### src/rtl/btn_pkg.sv
// btn_pkg: shared constants and types for the
// push-button conditioner.
package btn_pkg;

  localparam int CLK_HZ        = 100_000_000;
  localparam int DB_MS         = 10;
  localparam int RPT_DELAY_MS  = 500;
  localparam int RPT_PERIOD_MS = 100;

  localparam int CYC_PER_MS = CLK_HZ / 1000;

  localparam int DB_CYCLES =
    DB_MS * CYC_PER_MS;
  localparam int RPT_DELAY_CYCLES =
    RPT_DELAY_MS * CYC_PER_MS;
  localparam int RPT_PERIOD_CYCLES =
    RPT_PERIOD_MS * CYC_PER_MS;

  typedef enum logic [1:0] {
    IDLE  = 2'd0,
    DELAY = 2'd1,
    RPT   = 2'd2
  } rpt_state_t;

  function automatic int max_int(
    input int a,
    input int b
  );
    return (a > b) ? a : b;
  endfunction

endpackage

### src/rtl/btn_debounce_chan.sv
// btn_debounce_chan: one button channel -- sync,
// debounce, edge pulses and auto-repeat keys.
module btn_debounce_chan
  import btn_pkg::*;
#(
  parameter int STABLE_CYCLES = DB_CYCLES,
  parameter int REPEAT_EN     = 1,
  parameter int REPEAT_DELAY  = RPT_DELAY_CYCLES,
  parameter int REPEAT_PERIOD = RPT_PERIOD_CYCLES
) (
  input  logic i_clk,
  input  logic i_rst_n,
  input  logic i_btn,
  output logic o_level,
  output logic o_press,
  output logic o_release,
  output logic o_key
);

  localparam int DW = $clog2(STABLE_CYCLES);
  localparam logic [DW-1:0] DB_LAST =
    DW'(STABLE_CYCLES - 1);

  logic          r_s1;
  logic          r_s2;
  logic          r_level;
  logic          r_press;
  logic          r_release;
  logic [DW-1:0] r_db_cnt;

  logic w_hit;
  logic w_rise;
  logic w_fall;

  // The level flips on the last cycle of an
  // unbroken disagreement window.
  assign w_hit  = (r_s2 != r_level) &&
                  (r_db_cnt == DB_LAST);
  assign w_rise = w_hit & ~r_level;
  assign w_fall = w_hit & r_level;

  // Two-flop synchroniser for the raw pin.
  always_ff @(posedge i_clk or negedge i_rst_n) begin
    if (!i_rst_n) begin
      r_s1 <= 1'b0;
      r_s2 <= 1'b0;
    end else begin
      r_s1 <= i_btn;
      r_s2 <= r_s1;
    end
  end

  // Debounce window counter, level and edge pulses.
  always_ff @(posedge i_clk or negedge i_rst_n) begin
    if (!i_rst_n) begin
      r_db_cnt  <= '0;
      r_level   <= 1'b0;
      r_press   <= 1'b0;
      r_release <= 1'b0;
    end else begin
      r_press   <= w_rise;
      r_release <= w_fall;
      if (r_s2 == r_level) begin
        r_db_cnt <= '0;
      end else if (w_hit) begin
        r_db_cnt <= '0;
        r_level  <= ~r_level;
      end else begin
        r_db_cnt <= r_db_cnt + 1'b1;
      end
    end
  end

  assign o_level   = r_level;
  assign o_press   = r_press;
  assign o_release = r_release;

  if (REPEAT_EN != 0) begin : g_rpt

    localparam int RMAX =
      max_int(REPEAT_DELAY, REPEAT_PERIOD);
    localparam int RW = $clog2(RMAX);
    localparam logic [RW-1:0] RD_LAST =
      RW'(REPEAT_DELAY - 1);
    localparam logic [RW-1:0] RP_LAST =
      RW'(REPEAT_PERIOD - 1);

    rpt_state_t    r_state;
    rpt_state_t    w_state_nxt;
    logic [RW-1:0] r_rep_cnt;
    logic [RW-1:0] w_rep_cnt_nxt;
    logic          r_key;
    logic          w_key_nxt;

    // Repeat FSM state, counter and key register.
    always_ff @(posedge i_clk or negedge i_rst_n) begin
      if (!i_rst_n) begin
        r_state   <= IDLE;
        r_rep_cnt <= '0;
        r_key     <= 1'b0;
      end else begin
        r_state   <= w_state_nxt;
        r_rep_cnt <= w_rep_cnt_nxt;
        r_key     <= w_key_nxt;
      end
    end

    // Next state; a release always beats a repeat.
    always_comb begin
      w_state_nxt   = r_state;
      w_rep_cnt_nxt = r_rep_cnt;
      w_key_nxt     = 1'b0;
      if (w_fall) begin
        w_state_nxt   = IDLE;
        w_rep_cnt_nxt = '0;
      end else begin
        case (r_state)
          IDLE: begin
            if (w_rise) begin
              w_state_nxt   = DELAY;
              w_rep_cnt_nxt = '0;
              w_key_nxt     = 1'b1;
            end
          end
          DELAY: begin
            if (r_rep_cnt == RD_LAST) begin
              w_state_nxt   = RPT;
              w_rep_cnt_nxt = '0;
              w_key_nxt     = 1'b1;
            end else begin
              w_rep_cnt_nxt = r_rep_cnt + 1'b1;
            end
          end
          RPT: begin
            if (r_rep_cnt == RP_LAST) begin
              w_rep_cnt_nxt = '0;
              w_key_nxt     = 1'b1;
            end else begin
              w_rep_cnt_nxt = r_rep_cnt + 1'b1;
            end
          end
          default: begin
            w_state_nxt   = IDLE;
            w_rep_cnt_nxt = '0;
          end
        endcase
      end
    end

    assign o_key = r_key;

  end else begin : g_norpt

    assign o_key = r_press;

  end

endmodule

### src/rtl/btn_debounce_array.sv
// btn_debounce_array: N independent button
// conditioner channels.
module btn_debounce_array
  import btn_pkg::*;
#(
  parameter int N_BTN         = 5,
  parameter int STABLE_CYCLES = DB_CYCLES,
  parameter int REPEAT_EN     = 1,
  parameter int REPEAT_DELAY  = RPT_DELAY_CYCLES,
  parameter int REPEAT_PERIOD = RPT_PERIOD_CYCLES
) (
  input  logic             clk_in,
  input  logic             rst_n_in,
  input  logic [N_BTN-1:0] btn_in,
  output logic [N_BTN-1:0] btn_level,
  output logic [N_BTN-1:0] btn_press,
  output logic [N_BTN-1:0] btn_release,
  output logic [N_BTN-1:0] btn_key
);

  if (N_BTN < 1) begin : g_bad_n
    $error("N_BTN must be >= 1");
  end
  if (STABLE_CYCLES < 2) begin : g_bad_db
    $error("STABLE_CYCLES must be >= 2");
  end
  if (REPEAT_DELAY < 2) begin : g_bad_rd
    $error("REPEAT_DELAY must be >= 2");
  end
  if (REPEAT_PERIOD < 2) begin : g_bad_rp
    $error("REPEAT_PERIOD must be >= 2");
  end

  for (genvar gi = 0; gi < N_BTN; gi++) begin : g_chan
    btn_debounce_chan #(
      .STABLE_CYCLES (STABLE_CYCLES),
      .REPEAT_EN     (REPEAT_EN),
      .REPEAT_DELAY  (REPEAT_DELAY),
      .REPEAT_PERIOD (REPEAT_PERIOD)
    ) u_chan (
      .i_clk     (clk_in),
      .i_rst_n   (rst_n_in),
      .i_btn     (btn_in[gi]),
      .o_level   (btn_level[gi]),
      .o_press   (btn_press[gi]),
      .o_release (btn_release[gi]),
      .o_key     (btn_key[gi])
    );
  end

endmodule

### config.mk
export PLATFORM = sky130hd
export DESIGN_NAME = btn_debounce_array
export DESIGN_NICKNAME = d
export VERILOG_FILES = /design/src/rtl/btn_pkg.sv /design/src/rtl/btn_debounce_chan.sv /design/src/rtl/btn_debounce_array.sv
export SDC_FILE = /design/constraint.sdc
export NUM_CORES = 1
export LEC_CHECK = 0
export CORE_MARGIN = 2
export CORE_UTILIZATION = 53
export CTS_CLUSTER_SIZE = 24
export DETAILED_ROUTE_END_ITERATION = 16
export PLACE_DENSITY = 0.74
export REMOVE_ABC_BUFFERS = 1
export SLEW_MARGIN = 20
export SYNTH_ARGS = -nofsm -noshare
export SYNTH_HDL_FRONTEND = slang
export SYNTH_SLANG_ARGS = --single-unit
### constraint.sdc
create_clock -name clk_in -period 6.4 [get_ports clk_in]
set_clock_uncertainty 0.15 [all_clocks]
set_input_delay 0.96 -clock clk_in [delete_from_list [all_inputs] [get_ports clk_in]]
set_output_delay 0.96 -clock clk_in [all_outputs]
set_load 0.03 [all_outputs]
# ---- After elaboration in Yosys (flattened, before gate mapping)
# Cells that the tools add are included.
dict set report classes {
  eq_ne 50
  add_sub_neg 10
  reduce_logical 20
  n_mux 80
  bitwise_logic 20
}
# cell count
set ops {}
lappend ops {{$mux W26} 20}
lappend ops {{$pmux W26 S3} 5}
lappend ops {{$mux W20} 10}
lappend ops {{$add A26 B1 Y26 const B} 5}
lappend ops {{$eq A26 B24 Y1 const B} 5}
lappend ops {{$eq A26 B26 Y1 const B} 5}
lappend ops {{$add A20 B1 Y20 const B} 5}
lappend ops {{$eq A20 B20 Y1 const B} 5}
lappend ops {{$mux W2} 15}
lappend ops {{$ne A3 B1 Y1 const B} 10}
lappend ops {{$pmux W2 S3} 5}
lappend ops {{$mux W1} 20}
lappend ops {{$pmux W1 S3} 5}
lappend ops {{$reduce_and A3 Y1} 5}
lappend ops {{$and A1 B1 Y1} 10}
lappend ops {{$eq A2 B1 Y1 const B} 5}
lappend ops {{$eq A2 B2 Y1 const B} 5}
lappend ops {{$logic_not A2 Y1} 5}
lappend ops {{$ne A2 B1 Y1 const B} 5}
lappend ops {{$not A1 Y1} 10}
lappend ops {{$reduce_and A2 Y1} 5}
lappend ops {{$eq A1 B1 Y1} 5}
lappend ops {{$logic_and A1 B1 Y1} 5}
lappend ops {{$ne A1 B1 Y1} 5}
dict set report totals {
  wordCells 225
  output_inout_bits 20
  ff_bits 270
}

# ---- Logic depth before layout (Yosys ltp)
dict set report depth {
  word_depth 6
  ltp_mapped 9
  depth_no_buf 7
}

# ---- By module
# From an unflattened synthesis, not the netlist that was laid out.
dict set report hier_totals {
  cells_unflattened 1560
  area_unflattened_um2 14766.7
}
# mod seq_area_each_um2 cells_each instances area_each_um2
set modules_own_cells {}
lappend modules_own_cells {{btn_debounce_chan (g_chan[0].u_chan ...)} 1351.3 312 3 2910.3}
lappend modules_own_cells {{btn_debounce_chan (g_chan[4].u_chan)} 1351.3 314 1 3095.5}
lappend modules_own_cells {{btn_debounce_chan (g_chan[1].u_chan)} 1351.3 310 1 2940.3}

# ---- Worst setup path before layout
# Ideal clock, no wire load.
dict set report synth_timing {
  path_kind {flip-flop to flip-flop}
  startpoint {reg g_chan[1].u_chan.r_db_cnt[7]}
  endpoint {reg g_chan[1].u_chan.g_rpt.r_rep_cnt[13]}
  setup_slack_ns 3.613
  stages_incl_launch_ff 8
  setup_ns 0.121
  path_buffers 1
  required_time_ns 6.129
  t_arrival_ns 2.516
  synth_period_minus_slack_ns 2.787
  cell_sequence {dfrtp_1 -> or4b_1 -> or4_1 -> buf_6 -> o31a_4 -> or3_1 -> xnor2_1 -> nor2_1}
}
dict set report synth_between {
  elab_chain_len 4
  elab_cells_between_ends 6
}
# element line_no
set synth_rtl {}
lappend synth_rtl {{start: declaration} btn_debounce_chan.sv:29} ;# logic [DW-1:0] r_db_cnt;
lappend synth_rtl {{start signal: assignment} btn_debounce_chan.sv:69} ;# r_db_cnt <= r_db_cnt + 1'b1;
lappend synth_rtl {{$eq A20 B20 Y1 *} btn_debounce_chan.sv:38} ;# (r_db_cnt == DB_LAST);
lappend synth_rtl {{$logic_and A1 B1 Y1 *} btn_debounce_chan.sv:37} ;# assign w_hit = (r_s2 != r_level) &&
lappend synth_rtl {{$and A1 B1 Y1 (on tied branches)} {btn_debounce_chan.sv:40, btn_debounce_chan.sv:39}}
lappend synth_rtl {{$ne A3 B1 Y1 (no source line) / $mux W26 (equally long branches)} -}
lappend synth_rtl {{end signal: assignment} btn_debounce_chan.sv:103} ;# r_rep_cnt <= w_rep_cnt_nxt;
lappend synth_rtl {{end: declaration} btn_debounce_chan.sv:90} ;# logic [RW-1:0] r_rep_cnt;
# Every way passes the cells marked *; elsewhere a longest branch is shown, timed or not.
# A chain may end at the register's enable or synchronous reset.

# ---- Worst setup path in the final report
dict set report layout_timing {
  startpoint {reg g_chan[2].u_chan.g_rpt.r_rep_cnt[0]}
  endpoint {reg g_chan[2].u_chan.g_rpt.r_rep_cnt[9]}
}
dict set report layout_between {
  elab_chain_len 4
  elab_cells_between_ends 7
}
# element line_no
set layout_rtl {}
lappend layout_rtl {{start: declaration} btn_debounce_chan.sv:90}
lappend layout_rtl {{start signal: assignment} btn_debounce_chan.sv:103}
lappend layout_rtl {{$add A26 B1 Y26 (tied with other cells)} {btn_debounce_chan.sv:131, btn_debounce_chan.sv:139}}
lappend layout_rtl {{$mux W26 (on tied branches)} {btn_debounce_chan.sv:135, btn_debounce_chan.sv:126}}
lappend layout_rtl {{$pmux W26 S3 *} btn_debounce_chan.sv:117} ;# case (r_state)
lappend layout_rtl {{$mux W26 *} btn_debounce_chan.sv:113} ;# if (w_fall) begin
# Marked as above.

==> impl_metrics.env <==
export IMPL_power_density_nw_per_um2=233
export IMPL_cts_max_level=1
export IMPL_outcome="finished, final reports clean"
export IMPL_design_die_area_um2=28900
export IMPL_r2r_slack_ns=2.90
export IMPL_worstPathMaxFanout=19
export IMPL_cp_slowest_cell="a21oi_1"
export IMPL_core_area_um2=27000
export IMPL_ios=27
export IMPL_row_count=60
export IMPL_area_delta_synth_final_pct=10.6
export IMPL_r2r_start="g_chan[2].u_chan.g_rpt.r_rep_cnt[0]$_DFFE_PN0P_"
export IMPL_hold_depth=0
export IMPL_grt_use_total_pct=20.9
export IMPL_maxSlewHeadroom_pct=30.2
export IMPL_layout_nets=1619
export IMPL_grt_max_degree=154
export IMPL_synth_warnings=0
export IMPL_holdCritStartpoint="g_chan[0].u_chan.r_s1$_DFF_PN0_"
export IMPL_drtIter0Drc=1065
export IMPL_r2r_end="g_chan[2].u_chan.g_rpt.r_rep_cnt[9]$_DFFE_PN0P_"
export IMPL_die_w_um=170
export IMPL_cts_clk_slew_worst_paths_ns=0.07
export IMPL_endpoint_kind="register"
export IMPL_overflow=0
export IMPL_ys_flop_type="dfrtp_1"
export IMPL_synth_area_leaders="dfrtp_1 (46%), nand3_1 (5.8%), nand2_1 (4.2%)"
export IMPL_vias=11759
export IMPL_ys_seq_area_share_pct=46.2
export IMPL_rr_worst_depth=7
export IMPL_dr_pass1_iters=5
export IMPL_gp_congestion=0.823
export IMPL_die_height_um=170
export IMPL_drive_gt1_share_pct=5.74
export IMPL_pre_cts_slack_ns=2.91
export IMPL_hpwl_um=18900
export IMPL_leakage_nw=6.52
export IMPL_cts_inserted_buffers=31
export IMPL_cap_violations=0
export IMPL_finalSetupTns_ns=0
export IMPL_setup_viol=0
export IMPL_grt_pass1_wl_um=52300
export IMPL_critical_path_arrival_ns=3.79
export IMPL_cp_required_ns=6.69
export IMPL_synth_edf_count=0
export IMPL_cts_tree="yes"
export IMPL_synth_async_reset_ratio_pct=100
export IMPL_n_antenna_cell=0
export IMPL_cts_root_buf="clkbuf_16"
export IMPL_detail_route_wl_per_cell_um=15.2
export IMPL_peakVddDrop_mv=0.232
export IMPL_hold_viol=0
export IMPL_yosysUniqueCellTypes=68
export IMPL_critPathLaunchType="register"
export IMPL_post_route_drc_count=0
export IMPL_crit_path_cell_trace="ha_1, and4_1, and4b_1, a21bo_2, a21oi_1, nand2b_1, o311ai_0"
export IMPL_maxSlewViolCount=0
export IMPL_initial_core_util_pct=54.1
export IMPL_cts_resized=0
export IMPL_ctsHoldBuffers=0
export IMPL_hold_path_endpoint="g_chan[0].u_chan.r_s2$_DFF_PN0_"
export IMPL_synth_top_cell_area_share_pct=46.2
export IMPL_ys_ff_latch=270
export IMPL_finalCritPeriodShare_pct=54.6
export IMPL_max_freq_mhz=286
export IMPL_clkSinkCount=270
export IMPL_max_stage_delay_ns=0.70
export IMPL_worst_slack_ns=2.90
export IMPL_drtAntennaViolNets=0
export IMPL_cts_setup_buffers=0
export IMPL_path_class="reg2reg"
export IMPL_post_drt_via_cell_ratio=6.05
export IMPL_wirelength_um=29600
export IMPL_port_buffers=26
export IMPL_syn_inst=1585
export IMPL_synth_avg_cell_area_um2=9.22
export IMPL_worst_slew_pin_slew_ns=1.05
export IMPL_hold_class="reg2reg"
export IMPL_rsz0062_at_grt="no"
export IMPL_yosysTopAreaCell="dfrtp_1"
export IMPL_grt_pass1_vias=11263
export IMPL_netlist_area_um2=14600
export IMPL_clk_latency_ns=0.57
export IMPL_finalCriticalPeriod_ns=3.50
export IMPL_ctsLongestPathBuffers=3
export IMPL_antenna_found_initial=0
## per-stage QoR
step	cell area, um2	instances	power, W	utilization (%)	hold slack (ns)
finish	16200	1943	0.00377	59.8	0.198
global route	16200	1943	0.00389	59.8	0.209
CTS	16200	1943	0.00381	59.8	0.199
detailed placement	15000	1885	0.00182	55.5	0.185
global placement	15000	1885	0.00182	55.5	0.184
floorplan	14200	1512	0.00178	-	0.181
## critical path: cells and delay by family, from the launching register on
kind / cells / cell delay, ns
compound gates: 3 / 1.44
fa+ha+maj: 1 / 0.27
flops: 1 / 0.42
simple gates: 3 / 1.09
## layout make-up
type                            instances  area, um2
Tap cell                              341        427
Clock buffer                           31        776
Clock inverter                         27        382
Inverter                               47        176
Sequential cell                       270       6760
Timing Repair Buffer                   32        323
Fill cell                            2291      10900
Multi-Input combinational cell       1195       7320
## flip-flops by register name (all words and copies together) (netlist names)
| register | flops |
|---|---|
| g_chan.u_chan.o_key | 5 |
| g_chan.u_chan.g_rpt.r_state | 10 |
| g_chan.u_chan.g_rpt.r_rep_cnt | 130 |
| g_chan.u_chan.r_s1 | 5 |
| g_chan.u_chan.r_db_cnt | 100 |
| g_chan.u_chan.r_s2 | 5 |
| g_chan.u_chan.o_press | 5 |
| g_chan.u_chan.o_level | 5 |
| g_chan.u_chan.o_release | 5 |
## layer usage
metal  vias to the layer above  track usage [%]  part of all wire (%)  wire length (um)
li1                       5745                -                     -                 -
met1                      5779             29.0                    48             14100
met2                       193             35.0                    47             13900
met3                        42             2.63                   3.2               949
met4                         0             4.68                   1.9               551
met5                         -                0                     0                 0
## power by group
| group | total, W | internal, W | switching, W |
|---|---|---|---|
| registers | 0.00173 | 0.00172 | 0.00000854 |
| logic | 0.0000623 | 0.0000136 | 0.0000487 |
| clock network | 0.00198 | 0.00122 | 0.000759 |
## kinds of logic after synthesis
group / after synthesis / share of synthesized area (%)
compound gates: 223 / 11.0
xor+xnor: 105 / 6.29
fa+ha+maj: 35 / 3.00
buf+inv: 120 / 3.78
flops: 270 / 46.2
mux: 4 / 0.274
simple gates: 828 / 29.4
## synthesized netlist by cell type (all sizes together) (5+ instances only)
cell	count
nand2	164
inv	47
o31ai	26
clkbuf	41
a21oi	27
xor2	50
nand3	170
nor2b	7
o311ai	39
or2	10
o21a	11
nand4b	5
o31a	5
nor2	158
o2bb2a	9
or4b	7
dfrtp	270
a31oi	7
buf	32
or4	14
a21o	14
nor4b	8
xnor2	55
nand4	59
nand2b	8
a22oi	16
nor3b	10
and4	18
nor4	26
nor3	53
ha	35
and2	17
or3	37
and3	46
o21ai	45
## layout by cell type (no fill, tap or decap), types with 7 or more instances in the layout
cell type | synthesis | layout
dfrtp_1 | 270 | 270
nand3_1 | 170 | 170
nand2_1 | 164 | 164
nor2_1 | 158 | 158
nand4_1 | 59 | 59
xnor2_1 | 55 | 55
nor3_1 | 52 | 52
xor2_1 | 50 | 50
inv_1 | 47 | 47
and3_1 | 46 | 46
o21ai_0 | 41 | 41
or3_1 | 37 | 37
ha_1 | 35 | 35
clkbuf_16 | 0 | 31
a21oi_1 | 27 | 27
o31ai_1 | 25 | 25
clkdlybuf4s50_1 | 0 | 25
nor4_1 | 24 | 23
o311ai_0 | 22 | 22
and4_1 | 18 | 18
o311ai_1 | 17 | 17
and2_1 | 16 | 16
a22oi_1 | 16 | 16
or4_1 | 14 | 14
a21o_1 | 14 | 14
o21a_1 | 11 | 11
or2_2 | 10 | 10
o2bb2a_1 | 9 | 9
clkinvlp_4 | 0 | 9
nor3b_1 | 8 | 8
nand2b_1 | 8 | 8
bufinv_16 | 0 | 8
nor4b_1 | 7 | 7
nor2b_1 | 7 | 7
a31oi_1 | 7 | 7
## how the worst max path moves through the flow
stage                                                     from                                          endpoint  slack [ns]  cells after the start
5_1_grt        g_chan[2].u_chan.g_rpt.r_rep_cnt[0]$_DFFE_PN0P_   g_chan[2].u_chan.g_rpt.r_rep_cnt[9]$_DFFE_PN0P_        2.58                      7
3_5_place_dp   g_chan[2].u_chan.g_rpt.r_rep_cnt[0]$_DFFE_PN0P_   g_chan[2].u_chan.g_rpt.r_rep_cnt[9]$_DFFE_PN0P_        2.91                      7
6_report       g_chan[2].u_chan.g_rpt.r_rep_cnt[0]$_DFFE_PN0P_   g_chan[2].u_chan.g_rpt.r_rep_cnt[9]$_DFFE_PN0P_        2.90                      7
3_3_place_gp            g_chan[1].u_chan.r_db_cnt[7]$_DFF_PN0_  g_chan[1].u_chan.g_rpt.r_rep_cnt[21]$_DFFE_PN0P_        3.08                      6
4_1_cts        g_chan[2].u_chan.g_rpt.r_rep_cnt[0]$_DFFE_PN0P_   g_chan[2].u_chan.g_rpt.r_rep_cnt[9]$_DFFE_PN0P_        2.94                      7
2_1_floorplan  g_chan[3].u_chan.g_rpt.r_rep_cnt[0]$_DFFE_PN0P_  g_chan[3].u_chan.g_rpt.r_rep_cnt[25]$_DFFE_PN0P_        2.54                      7
(Power assumes the default switching activity.)
